`src/rtl/threshold_detector_pkg.sv`:
```
// Shared types for threshold_detector.
// Holds the detector state encoding and a small helper that tells which side of
// the hysteresis the FSM is on.
package threshold_detector_pkg;

  typedef enum logic [1:0] {
    ST_LOW     = 2'd0,
    ST_PEND_HI = 2'd1,
    ST_HIGH    = 2'd2,
    ST_PEND_LO = 2'd3
  } state_e;

  // Returns 1 in the states where answer is asserted.
  function automatic logic is_high_side(input state_e s);
    return (s == ST_HIGH) || (s == ST_PEND_LO);
  endfunction

endpackage

```
`src/rtl/sat_counter.sv`:
```
// Saturating up-counter with synchronous clear.
// Ports:
//   clk, rst_n : clock, asynchronous active-low reset
//   inc        : count up by one (held at all-ones once reached)
//   clr        : synchronous clear, has priority over inc
//   q          : current count
module sat_counter #(
  parameter int W = 8
) (
  input  logic         clk,
  input  logic         rst_n,
  input  logic         inc,
  input  logic         clr,
  output logic [W-1:0] q
);

  logic [W-1:0] q_q;
  logic [W-1:0] q_d;

  always_comb begin
    q_d = q_q;
    if (clr) begin
      q_d = '0;
    end else if (inc && (q_q != {W{1'b1}})) begin
      q_d = q_q + W'(1);
    end
  end

  always_ff @(posedge clk or negedge rst_n) begin
    if (!rst_n) begin
      q_q <= '0;
    end else begin
      q_q <= q_d;
    end
  end

  assign q = q_q;

endmodule

```
`src/rtl/threshold_detector.sv`:
```
// Debounced, hysteretic threshold detector for a stream of unsigned samples.
// Ports:
//   clk, rst_n   : clock, asynchronous active-low reset
//   in_valid     : in_value carries a sample this cycle
//   in_value     : sample
//   thr_hi       : sample qualifies high when in_value > thr_hi
//   thr_lo       : sample qualifies low when in_value <= min(thr_lo, thr_hi)
//   debounce     : consecutive qualifying samples needed to switch (0 acts as 1)
//   clear        : synchronous clear of event_count (wins over a same-cycle rise)
//   answer       : registered above-threshold flag
//   rise, fall   : one-cycle pulses on answer 0->1 / 1->0
//   event_count  : saturating number of rises since reset/clear
//   dbg_state    : current FSM state
//   dbg_run      : current debounce run length
module threshold_detector
  import threshold_detector_pkg::*;
#(
  parameter int WIDTH = 3,
  parameter int CNT_W = 8,
  parameter int EVT_W = 16
) (
  input  logic             clk,
  input  logic             rst_n,
  input  logic             in_valid,
  input  logic [WIDTH-1:0] in_value,
  input  logic [WIDTH-1:0] thr_hi,
  input  logic [WIDTH-1:0] thr_lo,
  input  logic [CNT_W-1:0] debounce,
  input  logic             clear,
  output logic             answer,
  output logic             rise,
  output logic             fall,
  output logic [EVT_W-1:0] event_count,
  output state_e           dbg_state,
  output logic [CNT_W-1:0] dbg_run
);

  state_e           state_q;
  logic             answer_q;
  logic             rise_q;
  logic             fall_q;
  logic [CNT_W-1:0] run_q;

  logic [CNT_W-1:0] eff_deb;
  logic [WIDTH-1:0] lo_eff;
  logic [CNT_W:0]   run_p1;
  logic             qual_hi;
  logic             qual_lo;
  logic             high_side;
  logic             qual;
  logic             done;
  logic             run_inc;
  logic             run_clr;
  logic             evt_inc;

  always_comb begin
    eff_deb   = (debounce == '0) ? CNT_W'(1) : debounce;
    // An inverted threshold pair collapses the band to thr_hi.
    lo_eff    = (thr_lo < thr_hi) ? thr_lo : thr_hi;
    qual_hi   = in_value > thr_hi;
    qual_lo   = in_value <= lo_eff;
    high_side = is_high_side(state_q);
    qual      = high_side ? qual_lo : qual_hi;
    // One extra bit so a saturated run still compares as complete.
    run_p1    = {1'b0, run_q} + (CNT_W + 1)'(1);
    done      = in_valid && qual && (run_p1 >= {1'b0, eff_deb});
    run_inc   = in_valid && qual && !done;
    run_clr   = in_valid && (!qual || done);
    evt_inc   = done && !high_side;
  end

  sat_counter #(.W(CNT_W)) u_run_cnt (
    .clk   (clk),
    .rst_n (rst_n),
    .inc   (run_inc),
    .clr   (run_clr),
    .q     (run_q)
  );

  sat_counter #(.W(EVT_W)) u_evt_cnt (
    .clk   (clk),
    .rst_n (rst_n),
    .inc   (evt_inc),
    .clr   (clear),
    .q     (event_count)
  );

  always_ff @(posedge clk or negedge rst_n) begin
    if (!rst_n) begin
      state_q  <= ST_LOW;
      answer_q <= 1'b0;
      rise_q   <= 1'b0;
      fall_q   <= 1'b0;
    end else begin
      rise_q <= 1'b0;
      fall_q <= 1'b0;
      if (in_valid) begin
        case (state_q)
          ST_LOW, ST_PEND_HI: begin
            if (done) begin
              state_q  <= ST_HIGH;
              answer_q <= 1'b1;
              rise_q   <= 1'b1;
            end else if (qual) begin
              state_q <= ST_PEND_HI;
            end else begin
              state_q <= ST_LOW;
            end
          end
          default: begin
            if (done) begin
              state_q  <= ST_LOW;
              answer_q <= 1'b0;
              fall_q   <= 1'b1;
            end else if (qual) begin
              state_q <= ST_PEND_LO;
            end else begin
              state_q <= ST_HIGH;
            end
          end
        endcase
      end
    end
  end

  assign answer    = answer_q;
  assign rise      = rise_q;
  assign fall      = fall_q;
  assign dbg_state = state_q;
  assign dbg_run   = run_q;

endmodule

```
`config.mk`:
```
export PLATFORM = sky130hd
export DESIGN_NAME = threshold_detector
export DESIGN_NICKNAME = d
export VERILOG_FILES = /design/src/rtl/threshold_detector_pkg.sv /design/src/rtl/sat_counter.sv /design/src/rtl/threshold_detector.sv
export SDC_FILE = /design/constraint.sdc
export NUM_CORES = 1
export LEC_CHECK = 0
export CAP_MARGIN = 20
export CORE_MARGIN = 4
export CORE_UTILIZATION = 45
export CTS_CLUSTER_DIAMETER = 100
export CTS_CLUSTER_SIZE = 28
export DETAILED_ROUTE_END_ITERATION = 10
export PLACE_DENSITY = 0.8
export SLEW_MARGIN = 20
export SYNTH_ARGS = -nofsm -noshare
export SYNTH_HDL_FRONTEND = slang
export SYNTH_SLANG_ARGS = --single-unit
```
`constraint.sdc`:
```
create_clock -name clk -period 2.7 [get_ports clk]
set_clock_uncertainty 0.05 [all_clocks]
set_input_delay 0.54 -clock clk [delete_from_list [all_inputs] [get_ports clk]]
set_output_delay 0.54 -clock clk [all_outputs]
set_load 0.05 [all_outputs]
```
==> results of run 1 <==
flip-flops by register name (all words and copies together) (netlist names):
name	flops
dbg_state	2
fall	1
rise	1
u_evt_cnt.q	16
answer	1
u_run_cnt.q	8
routing by layer:
| layer | wire [um] | share of wire (%) | vias up |
|---|---|---|---|
| li1 | - | - | 999 |
| met1 | 2570 | 41 | 1017 |
| met2 | 3380 | 53 | 57 |
| met3 | 269 | 4.2 | 13 |
| met4 | 114 | 1.8 | 0 |
| met5 | 0 | 0 | - |
metrics by stage:
stage / hold slack, ns / utilization, % / cell area (um^2) / setup TNS (ns)
3_3_place_gp: 0.445 / 68.7 / 3030 / -12.29
2_1_floorplan: 0.194 / - / 2240 / -2.20
5_1_grt: 0.488 / 80.9 / 3570 / -2.40
6_report: 0.473 / 80.9 / 3570 / -0.464
4_1_cts: 0.475 / 78.0 / 3440 / -0.414
3_5_place_dp: 0.464 / 68.7 / 3030 / -13.10
final timing paths:
kind	startpoint	to	slack (ns)	cells past startpoint
worst min-delay path	u_evt_cnt.q[14]	u_evt_cnt.q[14]	0.47	1
worst max register to register	u_run_cnt.q[0]	u_evt_cnt.q[12]	-0.06	12
min in group asynchronous	rst_n	u_evt_cnt.q[10]	0.58	2
worst max-delay path	u_run_cnt.q[0]	u_evt_cnt.q[12]	-0.06	12
worst min register to register	u_evt_cnt.q[14]	u_evt_cnt.q[14]	0.47	1
max in group asynchronous	rst_n	u_run_cnt.q[1]	1.70	2
cells in the final DEF (no fill, tap or decap), drive strengths merged, types with 4 or more instances in the layout:
master and count:
a21oi 6, nor2b 12, nor4 8, ha 21, inv 15, clkdlybuf4s50 40, nand3 11, dfrtp 29
and3 7, a32o 7, nand2 10, mux2 13, xor2 4, dlygate4sd2 4, buf 51, clkbuf 7
nand2b 6, o21ai 4, nor3 5, nor2 19
power breakdown:
| part | leakage [nW] | internal (mW) | switching [mW] |
|---|---|---|---|
| clock | 0.0450 | 0.178 | 0.167 |
| sequential | 0.384 | 0.476 | 0.0434 |
| combinational | 1.25 | 0.314 | 0.412 |
| total | 1.68 | 0.968 | 0.623 |
final cells by class:
cell class / count / share of cell area, %
multi-input combinational: 167 / 48.3
timing repair buffer: 99 / 25.3
sequential: 29 / 20.5
clock buffer: 6 / 2.03
tap: 52 / 1.82
inverter: 16 / 1.75
clock inverter: 2 / 0.280
critical path: cells and delay by family, from the launching register on:
kind / cells / cell delay, ns
XOR/XNOR: 1 / 0.23
AO/OA/AOI/OAI: 2 / 0.53
buffers and inverters: 2 / 0.28
AND/OR/NAND/NOR: 4 / 0.43
multiplexers: 1 / 0.30
adder cells (fa/ha/maj): 2 / 0.40
flip-flops: 1 / 0.41
cells by family (layout without fill, tap and decap cells):
kind of cell	count (synthesis)	after routing	share of synthesized area [%]
DFF	29	29	35.0
adders and majority gates	21	21	12.7
and+or+nand+nor	92	92	24.3
muxes	16	16	8.51
buffers and inverters	24	123	5.31
AOI/OAI and AO/OA	32	32	11.7
xor gates and xnor gates	6	6	2.53
what timing repair did:
item | in CTS | in global routing
cloned | 1 | 0
buffers inserted | 6 | 2
endpoints found under the setup margin | 26 | 29
resized for setup | 55 | 22
pin swaps | 26 | 19
==> impl_metrics.json, run 1 <==
{
  "fmax_ghz": 0.363,
  "min-delay-path-class": "reg2reg",
  "synthesis.nets": 262,
  "rows": 24,
  "n_antenna_cell": 0,
  "overflow": 0,
  "layout-drive-gt1-share_pct": 38.9,
  "clock_latency_ns": 0.28,
  "met2_usage_pct": 38.6,
  "cts_buffers": 5,
  "wl_per_cell_um": 17.1,
  "ctsHoldBuffers": 0,
  "post-route-min-period_ns": 2.76,
  "drtIter0Drc": 92,
  "place_congestion": 0.809,
  "crit_fanout": 7,
  "path_cells": "ha_4 -> nand3_4 -> nor2_4 -> xor2_2 -> ha_4 -> and3_4 -> buf_6 -> a221oi_4 -> o211a_4 -> buf_12 -> nor4_4 -> mux2_4",
  "cts_tree": "yes",
  "end_kind": "flop",
  "grt_pass1_vias": 2079,
  "cts-root-buf": "clkbuf_8",
  "leakage_nw": 1.68,
  "nFillCells": 253,
  "setup_slack_ns": -0.0561,
  "drc_errors": 0,
  "pre_cts_ws_ns": -0.622,
  "cpMostUsedCell": "ha_4",
  "rsz0062_at_grt": "true",
  "peakVddDrop_mv": 0.322,
  "dp_hpwl_um": 3960,
  "synth_ff_type": "dfrtp_1",
  "synth_top_cells_by_count": "dfrtp_1, ha_1, nor2_1, inv_1, mux2_2",
  "path_class": "reg2reg",
  "synth_area_leaders": "dfrtp_1, ha_1, mux2_2, nor2b_1, nor2_1",
  "instances_no_fill": 371,
  "dp_cells": 354,
  "synth_top_area_cell": "dfrtp_1",
  "grtUsageMet3_pct": 2.64,
  "status": "finished with violations",
  "maxSlewViolCount": 0,
  "p_per_area_nw_per_um2": 445,
  "synth-edff-count": 0,
  "finalPower_mw": 1.59,
  "areaGrowthSynthToFinish_pct": 72.3,
  "seqCellArea_um2": 733,
  "dieArea_um2": 5760,
  "ys_seq_area_share_pct": 35.0,
  "grt_use_met1_pct": 27.3,
  "syn-cell-area_um2": 2070,
  "dr.pass1.iters": 4,
  "dieWidth_um": 75.9,
  "required_ns": 2.82,
  "synth_top_area_share_pct": 35.0,
  "hold_viol_final": 0,
  "routed_via_density": 5.62,
  "startpoint_type": "flop",
  "clock_sinks": 29,
  "netlist_instances": 220,
  "core_um2": 4410,
  "finalSetupViolations": 15,
  "grt_max_degree": 30,
  "path_clk_slew_ns": 0.06,
  "cpPeakStageDelay_ns": 0.41,
  "track_usage_pct": 21.8,
  "wirelength_um": 6330,
  "cp.arrival_ns": 2.87,
  "drv_cap": 0,
  "port-buffer-count": 49,
  "syn_avg_cell_area_um2": 9.42,
  "ys_seq_elements": 29,
  "nNetsFinal": 360,
  "post-route-period-util_pct": 102,
  "grt_pass1_wl_um": 9670,
  "clk_path_buf_depth": 2,
  "slowest_stage": "dfrtp_2",
  "violations": "negative setup slack",
  "multi_input_area_um2": 1730,
  "start_util_pct": 47.0,
  "async_flop_share_pct": 100,
  "busiest_layer": "met2",
  "ys_warn_count": 0,
  "synth.most_common_cell": "dfrtp_1",
  "die_h_um": 75.9,
  "num_vias": 2086,
  "io_pins": 50,
  "antenna_left": 0,
  "ys_types": 46,
  "antenna_found_initial": 0,
  "tightest_slew_ns": 0.523,
  "htreeDepth": 2,
  "max_slew_margin_pct": 65.0
}
Note: power is estimated with default switching activity, not from simulation.
==> inputs of run 2 (changes only) <==
Settings changed: SLEW_MARGIN 20 to default.
==> results of run 2 <==
Final layout, timing and power as in run 1 (identical DEF).
